`src/rtl/uart_rx_frame_timer.sv`:
```
// UART-RX bit/edge timing generator: per-bit oversampling edge counter, per-frame bit counter,
// 3-point sample strobes and bit/frame end pulses. Optional macro: UART_RX_TIMER_CFG_CHECK_EN.
module uart_rx_frame_timer #(
    parameter int PRESCALE_W = 6,
    parameter int DATA_MAX   = 8,
    parameter int BIT_CNT_W  = 4
) (
    input  logic                  clk,
    input  logic                  reset_n,
    input  logic                  enable,
    input  logic [PRESCALE_W-1:0] prescale,
    input  logic [3:0]            data_bits,
    input  logic                  par_en,
    input  logic                  stop2,
    output logic [BIT_CNT_W-1:0]  bit_cnt,
    output logic [PRESCALE_W-1:0] edge_cnt,
    output logic                  sample_stb,
    output logic                  bit_end,
    output logic                  frame_end,
    output logic                  busy
`ifdef UART_RX_TIMER_CFG_CHECK_EN
    ,
    output logic                  cfg_err
`endif
);

    localparam logic [PRESCALE_W-1:0] P_MIN = PRESCALE_W'(4);
    localparam logic [3:0]            D_MIN = 4'd5;
    localparam logic [3:0]            D_MAX = 4'(DATA_MAX);

    // IDLE: counters cleared; RUN: timing active; ERR: bad config held until enable drops.
    typedef enum logic [1:0] {
        IDLE = 2'd0,
        RUN  = 2'd1,
        ERR  = 2'd2
    } state_t;

    state_t state, state_nxt;

    logic [PRESCALE_W-1:0] prescale_lat;
    logic [3:0]            data_lat;
    logic                  par_lat;
    logic                  stop2_lat;

    logic [PRESCALE_W-1:0] prescale_clamp;
    logic [3:0]            data_clamp;
    logic                  cfg_bad;
    logic                  latch_cfg;

    logic [BIT_CNT_W-1:0]  n_last;
    logic [PRESCALE_W-1:0] end_edge;
    logic [PRESCALE_W-1:0] mid_edge;
    logic                  running;

    assign prescale_clamp = (prescale < P_MIN) ? P_MIN : prescale;
    assign data_clamp     = (data_bits < D_MIN) ? D_MIN :
                            (data_bits > D_MAX) ? D_MAX : data_bits;

`ifdef UART_RX_TIMER_CFG_CHECK_EN
    assign cfg_bad = (prescale < P_MIN) || prescale[0] ||
                     (data_bits < D_MIN) || (data_bits > D_MAX);
    assign cfg_err = (state == ERR);
`else
    assign cfg_bad = 1'b0;
`endif

    assign latch_cfg = (state == IDLE) && enable;

    always_ff @(posedge clk or negedge reset_n) begin
        if (!reset_n) begin
            state <= IDLE;
        end else begin
            state <= state_nxt;
        end
    end

    always_comb begin
        state_nxt = state;
        case (state)
            IDLE:    if (enable) state_nxt = cfg_bad ? ERR : RUN;
            RUN:     if (!enable) state_nxt = IDLE;
            ERR:     if (!enable) state_nxt = IDLE;
            default: state_nxt = IDLE;
        endcase
    end

    always_ff @(posedge clk or negedge reset_n) begin
        if (!reset_n) begin
            prescale_lat <= P_MIN;
            data_lat     <= 4'd8;
            par_lat      <= 1'b0;
            stop2_lat    <= 1'b0;
        end else if (latch_cfg) begin
            prescale_lat <= prescale_clamp;
            data_lat     <= data_clamp;
            par_lat      <= par_en;
            stop2_lat    <= stop2;
        end
    end

    // The start bit is one edge short to absorb the start-detect latency of the RX FSM.
    assign n_last   = BIT_CNT_W'(data_lat) + BIT_CNT_W'(par_lat) +
                      (stop2_lat ? BIT_CNT_W'(2) : BIT_CNT_W'(1));
    assign end_edge = (bit_cnt == '0) ? prescale_lat - PRESCALE_W'(2)
                                      : prescale_lat - PRESCALE_W'(1);
    assign mid_edge = (bit_cnt == '0) ? (prescale_lat >> 1) - PRESCALE_W'(1)
                                      : (prescale_lat >> 1);
    assign running  = (state == RUN) && enable;

    always_ff @(posedge clk or negedge reset_n) begin
        if (!reset_n) begin
            bit_cnt  <= '0;
            edge_cnt <= '0;
        end else if (!running) begin
            bit_cnt  <= '0;
            edge_cnt <= '0;
        end else if (edge_cnt == end_edge) begin
            edge_cnt <= '0;
            bit_cnt  <= (bit_cnt == n_last) ? '0 : bit_cnt + BIT_CNT_W'(1);
        end else begin
            edge_cnt <= edge_cnt + PRESCALE_W'(1);
        end
    end

    assign busy       = (state == RUN);
    assign sample_stb = running && ((edge_cnt == mid_edge - PRESCALE_W'(1)) ||
                                    (edge_cnt == mid_edge) ||
                                    (edge_cnt == mid_edge + PRESCALE_W'(1)));
    assign bit_end    = running && (edge_cnt == end_edge);
    assign frame_end  = bit_end && (bit_cnt == n_last);

endmodule

```
`config.mk`:
```
export PLATFORM = sky130hd
export DESIGN_NAME = uart_rx_frame_timer
export DESIGN_NICKNAME = d
export VERILOG_FILES = /design/src/rtl/uart_rx_frame_timer.sv
export SDC_FILE = /design/constraint.sdc
export NUM_CORES = 1
export LEC_CHECK = 0
export ABC_AREA = 1
export ABC_CLOCK_PERIOD_IN_PS = 3700
export CAP_MARGIN = 15
export CELL_PAD_IN_SITES_DETAIL_PLACEMENT = 0
export CELL_PAD_IN_SITES_GLOBAL_PLACEMENT = 1
export CORE_MARGIN = 2
export CORE_UTILIZATION = 35
export CTS_CLUSTER_DIAMETER = 60
export CTS_CLUSTER_SIZE = 10
export DETAILED_ROUTE_END_ITERATION = 7
export PLACE_DENSITY_LB_ADDON = 0.25
export SYNTH_ARGS = -nofsm -noshare
export SYNTH_HDL_FRONTEND = slang
export SYNTH_SLANG_ARGS = --single-unit
```
`constraint.sdc`:
```
create_clock -name clk -period 3.7 [get_ports clk]
set_input_delay 0.37 -clock clk [delete_from_list [all_inputs] [get_ports clk]]
set_output_delay 0.37 -clock clk [all_outputs]
set_load 0.02 [all_outputs]
```
==> results_dict.tcl <==
set metrics [dict create \
    grt_start_max_net_pins 24 \
    antenna_found_initial 0 \
    synth.largest_area_cell "dfrtp_1" \
    place_hpwl_mm 3.52 \
    rows 26 \
    syn_area_um2 1900 \
    cts.sinks 23 \
    hold_path_class "primary input to async pin" \
    die_h_um 77.7 \
    finalHoldViolations 0 \
    synth_top_cell_area_share_pct 27.6 \
    worstReg2RegStart "bit_cnt[1]" \
    final_util_pct 44.9 \
    r2r_slack_ns 1.55 \
    cts_tree "built" \
    drt-pass1-iter-count 4 \
    synth_area_leaders "dfrtp_1 (28%), nand2_1 (15%), nand3_1 (9.2%)" \
    grt_pass1_vias 1773 \
    gp_congestion 0.846 \
    clock_power_share_pct 9.3 \
    finalNonFillerCells 370 \
    combPwrFrac_pct 66.2 \
    grt.overflow.total 0 \
    grt.total_usage_pct 15.9 \
    syn_avg_cell_area_um2 7.02 \
    status "finished clean" \
    drt_iter0_markers 60 \
    clk_latency_ns 0.26 \
    cp_max_fo 6 \
    syn2layout_area_growth_pct 22.0 \
    cap_violations 0 \
    post_drt_wl_per_cell_um 11.8 \
    timing.final.crit_share_pct 88.8 \
    skew_ns 0.00959 \
    p_sw_mw 0.838 \
    vias 1715 \
    vias_per_cell 4.64 \
    htreeDepth 1 \
    slew_headroom_pct 63.3 \
    tns_ns 0 \
    yosys_warnings 0 \
    post_synth_num_cell_types 28 \
    worstPathArrival_ns 2.92 \
    synth-seq-cells 23 \
    end_kind "primary output" \
    core_area_um2 5170 \
    ys_seq_area_share_pct 30.4 \
    die_area_um2 6040 \
    critPathLaunchType "register" \
    power.density_nw_per_um2 723 \
    start_util_pct 36.8 \
    dieWidth_um 77.7 \
    whs_ns 0.449 \
    tightestPinTransition_ns 0.551 \
    rsz0062_at_grt "false" \
    grt_pass1_wl_mm 7.92 \
    leakagePower_nw 1.17 \
    post_cts_buffers 0 \
    placed_cells 365 \
    critPathKind "register to primary output" \
    cts.reportedPaths.clkPinSlew_ns 0.09 \
    fmax_ghz 0.304 \
    r2r_cells 10 \
    io_buffers 28 \
    required_ns 3.33 \
    cts_buffers 3 \
    routed_wl_mm 4.38 \
    synthCells 271 \
    netSwitchingFraction_pct 50.0 \
    intPower_mw 0.839 \
    final_net_count 329 \
    drv_slew 0 \
    antenna_left 0 \
    setup_viol 0 \
    regToRegEndpoint "bit_cnt[0]" \
    clock-root-buffer "clkbuf_8" \
    drc 0 \
    drive_gt1_share_pct 5.67 \
    seq_power_share_pct 24.5 \
    peakVddDrop_mv 0.312 \
    io_pins 29 \
    min_period_ns 3.29 \
    cts_max_path_buffers 2 \
    synthesis.nets 299 \
    diodes 0 \
]
worst max-delay path, stage by stage, from the launching register on:
cell and delay, ns:
dfrtp_1 0.45, inv_1 0.10, ha_1 0.25, nand2_1 0.09, nor2_2 0.21, nand3_1 0.17
nand2_1 0.11, xor2_1 0.06, nor2_1 0.22, nand3_1 0.23, nor2_1 0.14, clkdlybuf4s50_1 0.61
registers in the layout (all words and copies together), names as in the netlist:
signal and cells:
state 1, stop2_lat 1, prescale_lat 6, data_lat 4
par_lat 1, bit_cnt 4, edge_cnt 6
synthesized netlist by cell type:
library cell	number
dfstp_2	2
nand3b_1	2
nand4_1	2
nand3_1	35
ha_1	11
nor2_2	2
buf_6	1
clkbuf_1	3
nor2_1	28
xor2_1	18
nand2_1	75
nand3_2	1
xor2_2	1
and3_1	1
o21ai_0	12
dfrtp_1	21
or4_1	1
nor3_1	2
inv_1	34
nor3_2	1
xnor2_1	7
nand2_2	2
fa_1	2
nand2_4	1
a21oi_1	1
buf_2	1
o21ai_1	3
a22oi_1	1
how the worst max path moves through the flow:
| stage | start | end | slack [ns] | depth (start not counted) |
|---|---|---|---|---|
| final | bit_cnt[1] | frame_end | 0.41 | 11 |
| after global routing | bit_cnt[0] | frame_end | 0.12 | 11 |
| after CTS | bit_cnt[0] | sample_stb | 0.12 | 17 |
| after detailed placement | bit_cnt[0] | sample_stb | 0.42 | 17 |
| after global placement | bit_cnt[0] | sample_stb | 0.50 | 17 |
| after floorplan | bit_cnt[0] | sample_stb | 0.97 | 17 |
kinds of logic (layout without fill, tap and decap cells):
| family | after synthesis | in the layout | share of synthesized area (%) |
|---|---|---|---|
| AND/OR/NAND/NOR | 153 | 153 | 35.2 |
| buffers and inverters | 39 | 68 | 8.15 |
| adder cells (fa/ha/maj) | 13 | 13 | 9.34 |
| flip-flops | 23 | 23 | 30.4 |
| XOR/XNOR | 26 | 26 | 12.4 |
| AO/OA/AOI/OAI | 17 | 17 | 4.60 |
placed cells by master (no fill, tap or decap), types with 3 or more instances in the layout:
cell	netlist	final
nand3_1	35	35
ha_1	11	11
o21ai_0	12	12
nor2_1	28	28
clkdlybuf4s50_1	0	27
xor2_1	18	18
o21ai_1	3	3
clkbuf_8	0	3
xnor2_1	7	7
inv_1	34	34
nand2_1	75	75
dfrtp_1	21	20
per-stage QoR:
stage	power (mW)	setup slack (ns)	area [um^2]
4_1_cts	1.69	0.119	2300
3_5_place_dp	1.53	0.419	2250
2_1_floorplan	1.26	0.968	1900
6_report	1.68	0.413	2320
3_3_place_gp	1.52	0.502	2250
5_1_grt	1.89	0.118	2320
what timing repair did:
action / CTS / global route
resized for setup: 0 / 3
endpoints found under the hold margin: 0 / 0
setup endpoints to repair: 0 / 1
hold buffers: 0 / 0
layout make-up:
cell class,count,area (um^2)
well taps,70,87.6
multi-input cells,209,1170
clock buffers,3,41.3
repair buffers,30,305
flip-flops and latches,23,579
inverters,34,128
fillers,534,2850
clock inverters,1,5.00
metal layers:
metal / part of all wire [%] / vias to the layer above / global-route usage [%] / wire length [um]
met5: 0 / - / 0 / 0
met4: 0.39 / 0 / 2.86 / 17
met3: 1.9 / 2 / 2.09 / 83
met2: 47 / 17 / 27.5 / 2070
met1: 50 / 785 / 21.4 / 2210
li1: - / 911 / - / -
power by group through the flow:
| stage | combinational, mW | clock (mW) | sequential (mW) |
|---|---|---|---|
| after global placement | 1.11 | 0 | 0.417 |
| after floorplan | 0.854 | 0 | 0.408 |
| after global routing | 1.29 | 0.171 | 0.426 |
| final | 1.11 | 0.156 | 0.411 |
| after CTS | 1.12 | 0.162 | 0.414 |
| after detailed placement | 1.11 | 0 | 0.417 |
No activity file was read; power rests on OpenSTA's default activity.
